**src/rtl/vdp_super_vram_arb.sv**
```systemverilog
// rtl/vdp_super_vram_arb.sv - VRAM slot arbiter for super-res display fetch, refresh and CPU byte access
//
// Purpose: shares one 32-bit memory port between the super-res display fetch
// (slot phase 1 of every 4-pixel group), a once-per-line refresh at cx == 723,
// and byte-wide CPU reads/writes in the remaining windows.
//
// Ports:
//   clk, reset_n                  clock, asynchronous active-low reset
//   vdp_super, super_res_drawing  display slot enables
//   cx                            pixel column; cx[1:0] is the slot phase
//   super_res_vram_addr           display word address
//   vrm_32                        last display word fetched
//   cpu_req/cpu_wr/cpu_addr/cpu_wdata, cpu_rdata/cpu_ack   CPU byte port
//   mem_rd/mem_wr/mem_refresh     one-hot memory command strobes
//   mem_addr/mem_wdata/mem_wmask  memory command payload
//   mem_rdata/mem_rd_valid        read return, one cycle after mem_rd
//
// Optional feature: define VDP_SUPER_POSTED_WRITE_EN to add a one-entry
// posted write buffer (CPU writes are acked before reaching memory).

module vdp_super_vram_arb (
  input  logic        clk,
  input  logic        reset_n,
  input  logic        vdp_super,
  input  logic [9:0]  cx,
  input  logic        super_res_drawing,
  input  logic [16:0] super_res_vram_addr,
  output logic [31:0] vrm_32,
  input  logic        cpu_req,
  input  logic        cpu_wr,
  input  logic [18:0] cpu_addr,
  input  logic [7:0]  cpu_wdata,
  output logic [7:0]  cpu_rdata,
  output logic        cpu_ack,
  output logic        mem_rd,
  output logic        mem_wr,
  output logic        mem_refresh,
  output logic [16:0] mem_addr,
  output logic [31:0] mem_wdata,
  output logic [3:0]  mem_wmask,
  input  logic [31:0] mem_rdata,
  input  logic        mem_rd_valid
);

  typedef enum logic [1:0] {IDLE, RD_WAIT, ACK} state_t;

  state_t      state, state_nx;
  logic [1:0]  phase;
  logic        disp_slot;
  logic        refresh_slot;
  logic        disp_rd;
  logic        window;
  logic        disp_tag;      // the read returning this cycle belongs to the display
  logic        cpu_rd_issue;
  logic [1:0]  rd_lane;

`ifdef VDP_SUPER_POSTED_WRITE_EN
  logic        wb_valid;
  logic        wb_load;
  logic        wb_drain;
  logic [16:0] wb_addr;
  logic [7:0]  wb_data;
  logic [1:0]  wb_lane;
`endif

  assign phase        = cx[1:0];
  assign disp_slot    = vdp_super && super_res_drawing;
  assign refresh_slot = (cx == 10'd723);
  assign disp_rd      = disp_slot && (phase == 2'd1) && !refresh_slot;
  // While drawing, the CPU only gets phase 3; otherwise any free cycle.
  assign window       = !refresh_slot && !disp_rd && (!disp_slot || (phase == 2'd3));
  assign cpu_ack      = (state == ACK);

  always_comb begin
    state_nx     = state;
    mem_rd       = 1'b0;
    mem_wr       = 1'b0;
    mem_refresh  = 1'b0;
    mem_addr     = '0;
    mem_wdata    = '0;
    mem_wmask    = '0;
    cpu_rd_issue = 1'b0;
`ifdef VDP_SUPER_POSTED_WRITE_EN
    wb_load      = 1'b0;
    wb_drain     = 1'b0;
`endif

    // Priority: refresh > display read > CPU (buffered write first).
    if (refresh_slot) begin
      mem_refresh = 1'b1;
    end else if (disp_rd) begin
      mem_rd   = 1'b1;
      mem_addr = super_res_vram_addr;
    end
`ifdef VDP_SUPER_POSTED_WRITE_EN
    else if (wb_valid && window) begin
      mem_wr    = 1'b1;
      mem_addr  = wb_addr;
      mem_wdata = {4{wb_data}};
      mem_wmask = 4'b0001 << wb_lane;
      wb_drain  = 1'b1;
    end else if ((state == IDLE) && cpu_req && !cpu_wr && window) begin
      mem_rd       = 1'b1;
      mem_addr     = cpu_addr[18:2];
      cpu_rd_issue = 1'b1;
    end
`else
    else if ((state == IDLE) && cpu_req && window) begin
      mem_addr = cpu_addr[18:2];
      if (cpu_wr) begin
        mem_wr    = 1'b1;
        mem_wdata = {4{cpu_wdata}};
        mem_wmask = 4'b0001 << cpu_addr[1:0];
      end else begin
        mem_rd       = 1'b1;
        cpu_rd_issue = 1'b1;
      end
    end
`endif

    case (state)
      IDLE: begin
        if (cpu_rd_issue) begin
          state_nx = RD_WAIT;
        end
`ifdef VDP_SUPER_POSTED_WRITE_EN
        else if (cpu_req && cpu_wr && !wb_valid) begin
          wb_load  = 1'b1;
          state_nx = ACK;
        end
`else
        else if (mem_wr) begin
          state_nx = ACK;
        end
`endif
      end
      RD_WAIT: begin
        if (mem_rd_valid && !disp_tag) begin
          state_nx = ACK;
        end
      end
      ACK:     state_nx = IDLE;
      default: state_nx = IDLE;
    endcase

    // Keep the memory quiet while reset is held, independent of cx.
    if (!reset_n) begin
      mem_rd      = 1'b0;
      mem_wr      = 1'b0;
      mem_refresh = 1'b0;
      mem_wmask   = '0;
    end
  end

  always_ff @(posedge clk or negedge reset_n) begin
    if (!reset_n) begin
      state     <= IDLE;
      vrm_32    <= '0;
      cpu_rdata <= '0;
      disp_tag  <= 1'b0;
      rd_lane   <= '0;
    end else begin
      state    <= state_nx;
      disp_tag <= disp_rd;
      if (disp_tag && mem_rd_valid) begin
        vrm_32 <= mem_rdata;
      end
      if (cpu_rd_issue) begin
        rd_lane <= cpu_addr[1:0];
      end
      if ((state == RD_WAIT) && mem_rd_valid && !disp_tag) begin
        cpu_rdata <= mem_rdata[{rd_lane, 3'b000} +: 8];
      end
    end
  end

`ifdef VDP_SUPER_POSTED_WRITE_EN
  always_ff @(posedge clk or negedge reset_n) begin
    if (!reset_n) begin
      wb_valid <= 1'b0;
      wb_addr  <= '0;
      wb_data  <= '0;
      wb_lane  <= '0;
    end else if (wb_load) begin
      wb_valid <= 1'b1;
      wb_addr  <= cpu_addr[18:2];
      wb_data  <= cpu_wdata;
      wb_lane  <= cpu_addr[1:0];
    end else if (wb_drain) begin
      wb_valid <= 1'b0;
    end
  end
`endif

endmodule

```
**config.mk**
```make
export PLATFORM = sky130hd
export DESIGN_NAME = vdp_super_vram_arb
export DESIGN_NICKNAME = d
export VERILOG_FILES = /design/src/rtl/vdp_super_vram_arb.sv
export SDC_FILE = /design/constraint.sdc
export NUM_CORES = 1
export LEC_CHECK = 0
export ABC_AREA = 1
export CORE_MARGIN = 2
export CORE_UTILIZATION = 35
export CTS_BUF_LIST = sky130_fd_sc_hd__clkbuf_8
export DETAILED_ROUTE_END_ITERATION = 8
export GPL_ROUTABILITY_DRIVEN = 0
export GPL_TIMING_DRIVEN = 0
export PLACE_DENSITY_LB_ADDON = 0.08
export SETUP_SLACK_MARGIN = 0.3
export SYNTH_ARGS = -nofsm -noshare
export SYNTH_HDL_FRONTEND = slang
export SYNTH_SLANG_ARGS = --single-unit
```
**constraint.sdc**
```tcl
create_clock -name clk -period 1.5 [get_ports clk]
set_input_delay 0.3 -clock clk [delete_from_list [all_inputs] [get_ports clk]]
set_output_delay 0.3 -clock clk [all_outputs]
set_load 0.03 [all_outputs]
```
==> run_summary.xml, run 1 <==
<?xml version="1.0" encoding="UTF-8"?>
<metrics>
  <group name="logic_synthesis">
    <metric name="synth.top_cells.by_count" unit="">sky130_fd_sc_hd__nand2_1 (83), sky130_fd_sc_hd__dfrtp_1 (45), sky130_fd_sc_hd__o21ai_0 (36), sky130_fd_sc_hd__inv_1 (31), sky130_fd_sc_hd__buf_4 (25)</metric>
    <metric name="synth-compound-area-share" unit="%">12.49</metric>
    <metric name="mappedNetlistNets" unit="">406</metric>
    <metric name="synth.top_cell.area_share" unit="%">44.62</metric>
    <metric name="async_flop_share" unit="%">100.0</metric>
    <metric name="synth-edff-count" unit="">0</metric>
    <metric name="synth_top_cell_by_area" unit="">sky130_fd_sc_hd__dfrtp_1</metric>
    <metric name="synth_unique_cells" unit="">23</metric>
    <metric name="synthTopCellsByArea" unit="">sky130_fd_sc_hd__dfrtp_1 (45%), sky130_fd_sc_hd__nand2_1 (12%), sky130_fd_sc_hd__buf_4 (7.4%), sky130_fd_sc_hd__o21ai_0 (7.1%), sky130_fd_sc_hd__mux2_2 (7.1%)</metric>
    <metric name="synth_ff_type" unit="">sky130_fd_sc_hd__dfrtp_1</metric>
    <metric name="yosys.cell_count.top_type" unit="">sky130_fd_sc_hd__nand2_1</metric>
    <metric name="synthMuxAreaShare" unit="%">7.139</metric>
    <metric name="synthesis.area" unit="um2">2524</metric>
    <metric name="synthAdderAreaFrac" unit="%">0</metric>
    <metric name="seq_area_frac_synth" unit="%">44.62</metric>
    <metric name="synthCells" unit="">313</metric>
    <metric name="synth_top_family_by_area" unit="">simple AND/OR/NAND/NOR gates</metric>
    <metric name="synth_simple_gate_area_share" unit="%">20.77</metric>
    <metric name="synthXorXnorAreaFrac" unit="%">0</metric>
    <metric name="synth.avg_cell_area" unit="um2">8.063</metric>
    <metric name="ys_seq_elements" unit="">45</metric>
    <metric name="synth-warning-count" unit="">0</metric>
  </group>
  <group name="power">
    <metric name="switching_share" unit="%">41.80</metric>
    <metric name="netSwitchingPower" unit="W">0.002430</metric>
    <metric name="static-leakage-power" unit="nW">2.647</metric>
    <metric name="pwr-share-comb" unit="%">55.4</metric>
    <metric name="cell_internal_pwr" unit="W">0.003382</metric>
    <metric name="maximum_vdd_drop" unit="mV">0.4345</metric>
    <metric name="clock_power_share" unit="%">15.4</metric>
    <metric name="share_of_total_power_in_sequential_cells" unit="%">29.2</metric>
    <metric name="power_density" unit="nW/um2">1082</metric>
  </group>
  <group name="critical_path">
    <metric name="critPathTopFamily" unit="">buffers and inverters</metric>
    <metric name="critical_path.slowest_cell" unit="">sky130_fd_sc_hd__dfrtp_1</metric>
    <metric name="startpoint_type" unit="">flop</metric>
    <metric name="cpPeakStageDelay" unit="ns">0.40</metric>
    <metric name="worstPathArrival" unit="ns">1.80</metric>
    <metric name="timing.critical_path.cells" unit="">nor2_1, nand2_1, nor2_4, buf_12, nand2_8, buf_4, nor2_4, buf_4, buf_6</metric>
    <metric name="path_buf_inv" unit="">4</metric>
    <metric name="critical_path_required" unit="ns">1.20</metric>
    <metric name="timing.setup.critical_path_class" unit="">reg2out</metric>
    <metric name="endpoint_kind" unit="">primary output</metric>
    <metric name="crit_fanout" unit="">5</metric>
  </group>
  <group name="timing">
    <metric name="final-hold-violation-count" unit="">0</metric>
    <metric name="max_slew.worst_pin.slew" unit="ns">0.8474</metric>
    <metric name="maxClockFrequency" unit="MHz">476.7</metric>
    <metric name="grt_setup_unrepaired" unit="">true</metric>
    <metric name="fin_skew" unit="ns">0.007156</metric>
    <metric name="period_needed" unit="ns">2.098</metric>
    <metric name="timing_max_transition_violations_final" unit="">0</metric>
    <metric name="final.period_utilization" unit="%">139.8</metric>
    <metric name="slew-limit-headroom" unit="%">43.51</metric>
    <metric name="layout_setup_ws" unit="ns">-0.5977</metric>
    <metric name="finalSetupViolCount" unit="">60</metric>
  </group>
  <group name="final_layout">
    <metric name="layoutNonFillerInstCount" unit="">649</metric>
    <metric name="nets" unit="">645</metric>
    <metric name="share_of_layout_cells_above_drive_strength_1" unit="%">49.82</metric>
    <metric name="area_delta_synth_final" unit="%">112.8</metric>
    <metric name="fin_util" unit="%">78.18</metric>
  </group>
  <group name="clock_network">
    <metric name="clock_path_buffers" unit="">2</metric>
    <metric name="cts.sinks" unit="">45</metric>
    <metric name="cts_tree" unit="">yes</metric>
    <metric name="cts-buffers-inserted" unit="">5</metric>
    <metric name="htree_levels" unit="">2</metric>
    <metric name="cts.reportedPaths.clkPinSlew" unit="ns">0.09</metric>
    <metric name="root_buffer" unit="">sky130_fd_sc_hd__clkbuf_8</metric>
    <metric name="clock_insertion_delay_worst_skew" unit="ns">0.30</metric>
  </group>
  <group name="run_status">
    <metric name="violations" unit="">negative setup slack</metric>
    <metric name="outcome" unit="">finished, violations left</metric>
  </group>
  <group name="floorplanning">
    <metric name="chipWidth" unit="um">88.92</metric>
    <metric name="die-area" unit="um2">7906</metric>
    <metric name="io_pins" unit="">190</metric>
    <metric name="start_util" unit="%">36.74</metric>
    <metric name="placement_rows" unit="">30</metric>
    <metric name="core_area" unit="um2">6869</metric>
    <metric name="dieHeight" unit="um">88.92</metric>
  </group>
  <group name="grt">
    <metric name="antenna_found_initial" unit="">1</metric>
    <metric name="pin_count_of_the_biggest_net_entering_global_routing" unit="">20</metric>
    <metric name="grt_first_pass_wirelength" unit="um">15290</metric>
    <metric name="globalRouteTotalUtil" unit="%">25.49</metric>
    <metric name="globalRoute.totalOverflow" unit="">0</metric>
    <metric name="grt_pass1_vias" unit="">3095</metric>
  </group>
  <group name="placed_design">
    <metric name="pre_cts_slack" unit="ns">-1.259</metric>
    <metric name="placed_cells" unit="">598</metric>
    <metric name="placement.io_buffers" unit="">188</metric>
    <metric name="detailedPlacementHpwl" unit="um">6996</metric>
  </group>
  <group name="route">
    <metric name="drt-wirelength-per-cell" unit="um">16.10</metric>
    <metric name="drt_iter0_markers" unit="">89</metric>
    <metric name="antenna_left" unit="">0</metric>
    <metric name="drt_pass1_iterations" unit="">4</metric>
    <metric name="total_via_count_in_the_routed_design" unit="">3072</metric>
    <metric name="detail_route.vias_per_cell" unit="">4.733</metric>
    <metric name="route.detailed.drc" unit="">0</metric>
    <metric name="wirelength" unit="um">10450</metric>
  </group>
  <group name="hold_path">
    <metric name="hp-class" unit="">in2async</metric>
  </group>
  <group name="job">
    <metric name="cap_violations" unit="">0</metric>
  </group>
</metrics>
-- cell type report --
type	instances	area (um2)
Clock inverter	2	35.03
Tap cell	96	120.1
Inverter	32	127.6
Fill cell	464	1499
Buffer	37	345.3
Clock buffer	5	68.82
Multi-Input combinational cell	200	1329
Timing Repair inverter	1	8.758
Timing Repair Buffer	230	2206
Sequential cell	45	1127
Antenna cell	1	2.502
-- flip-flops by register name, indices dropped and copies added, names as in the netlist --
name and cells:
cpu_rdata 8, disp_tag 1, rd_lane 2, state 2
vrm_32 32
-- kinds of logic after synthesis --
group           count (synthesis)
compound gates                 61
buf+inv                        69
simple gates                  122
flops                          45
mux                            16
-- final timing paths --
check / from / to / slack [ns] / cells after the start
setup / recovery: state[0] / mem_wdata[24] / -0.60 / 9
hold / removal: reset_n / vrm_32[6] / 0.07 / 2
setup reg to reg: state[0] / rd_lane[0] / -0.42 / 12
hold reg to reg: vrm_32[16] / vrm_32[16] / 0.49 / 2
max in group asynchronous: reset_n / disp_tag / 0.52 / 3
min in group clk: cx[1] / disp_tag / 0.45 / 3
-- placed cells by master (no fill, tap or decap), types with 2 or more instances in the layout --
| master | n |
|---|---|
| sky130_fd_sc_hd__clkbuf_2 | 7 |
| sky130_fd_sc_hd__nor3_2 | 2 |
| sky130_fd_sc_hd__nor2_1 | 10 |
| sky130_fd_sc_hd__nor2_2 | 2 |
| sky130_fd_sc_hd__nand2_8 | 2 |
| sky130_fd_sc_hd__a21oi_1 | 16 |
| sky130_fd_sc_hd__nor2_4 | 13 |
| sky130_fd_sc_hd__mux2_2 | 16 |
| sky130_fd_sc_hd__nand2_2 | 31 |
| sky130_fd_sc_hd__clkbuf_8 | 6 |
| sky130_fd_sc_hd__buf_6 | 87 |
| sky130_fd_sc_hd__nand2_4 | 5 |
| sky130_fd_sc_hd__buf_12 | 4 |
| sky130_fd_sc_hd__buf_4 | 44 |
| sky130_fd_sc_hd__buf_8 | 2 |
| sky130_fd_sc_hd__dlygate4sd2_1 | 2 |
| sky130_fd_sc_hd__nor3_4 | 4 |
| sky130_fd_sc_hd__inv_1 | 28 |
| sky130_fd_sc_hd__o21ai_0 | 30 |
| sky130_fd_sc_hd__dfrtp_1 | 44 |
| sky130_fd_sc_hd__inv_2 | 3 |
| sky130_fd_sc_hd__o21ai_1 | 5 |
| sky130_fd_sc_hd__clkdlybuf4s15_1 | 2 |
| sky130_fd_sc_hd__a31oi_1 | 8 |
| sky130_fd_sc_hd__clkdlybuf4s50_1 | 77 |
| sky130_fd_sc_hd__nand2_1 | 49 |
| sky130_fd_sc_hd__buf_2 | 35 |
-- through the flow --
stage	setup TNS, ns	instance area (um2)	total power (W)	hold WS (ns)
3_3_place_gp	-131.90	4667	0.004618	0.4659
3_5_place_dp	-69.88	4682	0.004671	0.1757
5_1_grt	-36.36	5368	0.006092	0.06758
4_1_cts	-31.04	5224	0.005690	0.07093
6_report	-30.27	5370	0.005812	0.06513
2_1_floorplan	-4.011	2665	0.003338	0.004409
-- repair_timing --
action | 4_1_cts | 5_1_grt
setup buffers | 30 | 6
gates cloned | 5 | 0
endpoints found under the hold margin | 8 | 0
endpoints found under the setup margin | 142 | 121
resized for setup | 691 | 59
hold buffers | 2 | 0
pin swaps | 20 | 18
-- layer usage --
metal  share of wire (%)  vias to the layer above  GRT usage [%]  wire, um
met2                  53                      136          47.76      5590
met1                  35                     1456          26.66      3668
li1                    -                     1465              -         -
met3                 9.7                       15          9.695      1010
met4                 1.7                        0          6.474       182
met5                   0                        -              0         0
-- power groups by stage --
| stage | combinational (W) | sequential [W] | clock, W |
|---|---|---|---|
| 4_1_cts | 0.00310 | 0.00169 | 0.000903 |
| 3_5_place_dp | 0.00295 | 0.00172 | 0 |
| 5_1_grt | 0.00340 | 0.00173 | 0.000960 |
| 2_1_floorplan | 0.00103 | 0.00231 | 0 |
| 6_report | 0.00322 | 0.00170 | 0.000893 |
| 3_3_place_gp | 0.00291 | 0.00171 | 0 |
No activity file was read; power rests on OpenSTA's default activity.
==> run 2: changes to the inputs <==
--- a/config.mk
+++ b/config.mk
@@ -6,13 +6,15 @@
 export NUM_CORES = 1
 export LEC_CHECK = 0
 export ABC_AREA = 1
+export CELL_PAD_IN_SITES_DETAIL_PLACEMENT = 0
+export CELL_PAD_IN_SITES_GLOBAL_PLACEMENT = 1
 export CORE_MARGIN = 2
-export CORE_UTILIZATION = 35
+export CORE_UTILIZATION = 23
 export CTS_BUF_LIST = sky130_fd_sc_hd__clkbuf_8
 export DETAILED_ROUTE_END_ITERATION = 8
 export GPL_ROUTABILITY_DRIVEN = 0
 export GPL_TIMING_DRIVEN = 0
-export PLACE_DENSITY_LB_ADDON = 0.08
+export PLACE_DENSITY_LB_ADDON = 0.05
 export SETUP_SLACK_MARGIN = 0.3
 export SYNTH_ARGS = -nofsm -noshare
 export SYNTH_HDL_FRONTEND = slang
==> run 2 against run 1 <==
Critical endpoint is now mem_wdata[12]. First-iteration DRC count is 42% lower. The run ends with negative hold slack, negative setup slack left. Global-route usage fell by 9.1 points. Final cell count increased by 6.9%. Sequential share of layout area is 1.0 points lower. Highest routed layer unchanged.
==> run_summary.xml, run 2 (synthesis gave the netlist of run 1 again) <==
<?xml version="1.0" encoding="UTF-8"?>
<metrics>
  <group name="timing">
    <metric name="timing_max_transition_violations_final" unit="">0</metric>
    <metric name="final-hold-violation-count" unit="">20</metric>
    <metric name="maxClockFrequency" unit="MHz">461.7</metric>
    <metric name="grt_setup_unrepaired" unit="">true</metric>
    <metric name="slew-limit-headroom" unit="%">63.61</metric>
    <metric name="layout_setup_ws" unit="ns">-0.6657</metric>
    <metric name="setup_total_negative_slack" unit="ns">-29.74</metric>
    <metric name="max_slew.worst_pin.slew" unit="ns">0.5458</metric>
    <metric name="finalSetupViolCount" unit="">60</metric>
    <metric name="period_needed" unit="ns">2.166</metric>
    <metric name="final.period_utilization" unit="%">144.4</metric>
    <metric name="whs" unit="ns">-0.01880</metric>
    <metric name="fin_skew" unit="ns">0.006669</metric>
  </group>
  <group name="route">
    <metric name="total_via_count_in_the_routed_design" unit="">2941</metric>
    <metric name="wirelength" unit="um">10000</metric>
    <metric name="drt_pass1_iterations" unit="">4</metric>
    <metric name="drt-wirelength-per-cell" unit="um">14.41</metric>
    <metric name="drt_iter0_markers" unit="">52</metric>
    <metric name="route.detailed.drc" unit="">0</metric>
    <metric name="antenna_left" unit="">0</metric>
    <metric name="detail_route.vias_per_cell" unit="">4.238</metric>
  </group>
  <group name="power">
    <metric name="power_density" unit="nW/um2">1083</metric>
    <metric name="maximum_vdd_drop" unit="mV">0.7047</metric>
    <metric name="design_power_total" unit="W">0.006123</metric>
    <metric name="static-leakage-power" unit="nW">2.767</metric>
  </group>
  <group name="final_layout">
    <metric name="share_of_layout_cells_above_drive_strength_1" unit="%">50.72</metric>
    <metric name="antenna_cells" unit="">0</metric>
    <metric name="multi_input_area" unit="um2">1388</metric>
    <metric name="layout.cells.most_common" unit="">sky130_fd_sc_hd__buf_6</metric>
    <metric name="layout.area.seq" unit="um2">1127</metric>
    <metric name="reg_top3" unit="">vrm_32 x32, cpu_rdata x8</metric>
    <metric name="largest_reg_flops" unit="">32</metric>
    <metric name="nets" unit="">646</metric>
    <metric name="area_delta_synth_final" unit="%">123.9</metric>
    <metric name="registers.top_by_ff_count" unit="">vrm_32</metric>
    <metric name="fin_area" unit="um2">5652</metric>
    <metric name="layout_common_cells" unit="">sky130_fd_sc_hd__buf_6 (104), sky130_fd_sc_hd__clkdlybuf4s50_1 (80), sky130_fd_sc_hd__nand2_1 (46)</metric>
    <metric name="fillCellCount" unit="">1034</metric>
  </group>
  <group name="critical_path">
    <metric name="critical_path.slowest_cell" unit="">sky130_fd_sc_hd__dfrtp_1</metric>
    <metric name="endpoint_kind" unit="">primary output</metric>
    <metric name="critical_path.most_common_cell" unit="">sky130_fd_sc_hd__buf_6</metric>
    <metric name="worstPathArrival" unit="ns">1.87</metric>
    <metric name="timing.setup.critical_path_class" unit="">reg2out</metric>
    <metric name="startpoint_type" unit="">flop</metric>
    <metric name="timing.critical_path.cells" unit="">nor2_1, nand2_1, nor2_4, buf_6, nand2_8, buf_12, nor2_4, buf_6, buf_6, buf_6</metric>
    <metric name="cpPeakStageDelay" unit="ns">0.40</metric>
    <metric name="crit_fanout" unit="">4</metric>
    <metric name="critical_path_required" unit="ns">1.20</metric>
  </group>
  <group name="clock_network">
    <metric name="htree_levels" unit="">2</metric>
    <metric name="clock_path_buffers" unit="">2</metric>
    <metric name="root_buffer" unit="">sky130_fd_sc_hd__clkbuf_8</metric>
    <metric name="clock_insertion_delay_worst_skew" unit="ns">0.30</metric>
    <metric name="cts.reportedPaths.clkPinSlew" unit="ns">0.09</metric>
    <metric name="cts_tree" unit="">yes</metric>
    <metric name="cts-buffers-inserted" unit="">5</metric>
    <metric name="cts.sinks" unit="">45</metric>
  </group>
  <group name="grt">
    <metric name="globalRoute.totalOverflow" unit="">0</metric>
    <metric name="grt_first_pass_wirelength" unit="um">14990</metric>
    <metric name="pin_count_of_the_biggest_net_entering_global_routing" unit="">26</metric>
    <metric name="antenna_found_initial" unit="">0</metric>
    <metric name="globalRouteTotalUtil" unit="%">16.40</metric>
    <metric name="grt_pass1_vias" unit="">2931</metric>
  </group>
  <group name="floorplanning">
    <metric name="die-area" unit="um2">11830</metric>
    <metric name="start_util" unit="%">23.38</metric>
    <metric name="chipWidth" unit="um">108.8</metric>
    <metric name="core_area" unit="um2">10790</metric>
    <metric name="placement_rows" unit="">38</metric>
    <metric name="dieHeight" unit="um">108.8</metric>
    <metric name="io_pins" unit="">190</metric>
  </group>
  <group name="placed_design">
    <metric name="dpl-instance-area" unit="um2">4737</metric>
    <metric name="detailedPlacementHpwl" unit="um">7223</metric>
    <metric name="pre_cts_slack" unit="ns">-1.275</metric>
    <metric name="placement.io_buffers" unit="">188</metric>
  </group>
  <group name="job">
    <metric name="cap_violations" unit="">0</metric>
  </group>
  <group name="hold_path">
    <metric name="hp-class" unit="">in2async</metric>
  </group>
  <group name="run_status">
    <metric name="outcome" unit="">finished, violations left</metric>
    <metric name="violations" unit="">negative hold slack, negative setup slack</metric>
  </group>
</metrics>
-- run 2: changes by cell type in the layout (fill, tap and decap cells not counted), sizes merged, moves of 2 or more --
cell / previous run / this run
clkinvlp: 0 / 2
dlygate4sd2: 2 / 6
buf: 173 / 176
clkdlybuf4s15: 2 / 0
clkdlybuf4s50: 77 / 80
clkbuf: 14 / 12
-- run 2: worst paths after layout --
kind / endpoint / slack [ns] / cells after the start / from
max in group asynchronous: vrm_32[17] / 1.00 / 2 / reset_n
max: mem_wdata[12] / -0.67 / 10 / state[0]
min in group clk: vrm_32[9] / 0.49 / 2 / vrm_32[9]
min reg2reg: vrm_32[9] / 0.49 / 2 / vrm_32[9]
max reg2reg: rd_lane[1] / -0.12 / 9 / state[0]
min: vrm_32[13] / -0.02 / 1 / reset_n
-- run 2: stage by stage --
step	util, %	hold WS (ns)	std cells
floorplan	-	0.004409	313
global placement	43.75	0.4665	641
detailed placement	43.89	0.3258	642
CTS	48.62	-0.005728	677
global route	52.36	0.01104	694
finish	52.36	-0.01880	694
-- run 2: layout make-up --
| class | instances | area share (%) |
|---|---|---|
| plain buffers | 37 | 7.106 |
| clock buffers | 6 | 1.461 |
| clock inverters | 2 | 0.6642 |
| inverters | 32 | 2.413 |
| multi-input cells | 200 | 24.55 |
| flip-flops and latches | 45 | 19.95 |
| well taps | 140 | 3.099 |
| repair buffers | 231 | 40.56 |
| repair inverters | 1 | 0.1992 |
-- run 2: critical path: cells and delay by family (launching register included) --
family	cells	cell delay, ns
buffers and inverters	5	0.59
flip-flops	1	0.40
AND/OR/NAND/NOR	5	0.57
-- run 2: report_power, final --
part / leakage (nW) / internal [W] / switching [W] / total, W
Sequential: 0.551 / 0.00154 / 0.000188 / 0.00173
Clock: 0.0574 / 0.000542 / 0.000427 / 0.000969
Combinational: 2.16 / 0.00156 / 0.00187 / 0.00343
-- run 2: metal layers --
metal  global-route usage, %  wire length [um]  vias to the layer above
met5                       0                 0                        -
met4                   3.846                56                        0
met3                   5.021               871                        2
met2                   29.55              5310                      112
met1                   18.95              3763                     1361
li1                        -                 -                     1466
-- run 2: repair_timing --
action | CTS | global route
buffers inserted | 21 | 17
gates resized for setup | 706 | 101
setup endpoints to repair | 142 | 111
gates cloned | 6 | 0
hold endpoints to repair | 13 | 0
pin swaps | 21 | 13
==> run 3: changes to the inputs <==
--- a/config.mk
+++ b/config.mk
@@ -14,6 +14,7 @@
 export DETAILED_ROUTE_END_ITERATION = 8
 export GPL_ROUTABILITY_DRIVEN = 0
 export GPL_TIMING_DRIVEN = 0
+export HOLD_SLACK_MARGIN = 0.1
 export PLACE_DENSITY_LB_ADDON = 0.05
 export SETUP_SLACK_MARGIN = 0.3
 export SYNTH_ARGS = -nofsm -noshare
==> results of run 3 <==
Final layout, timing and power as in run 2 (identical DEF).
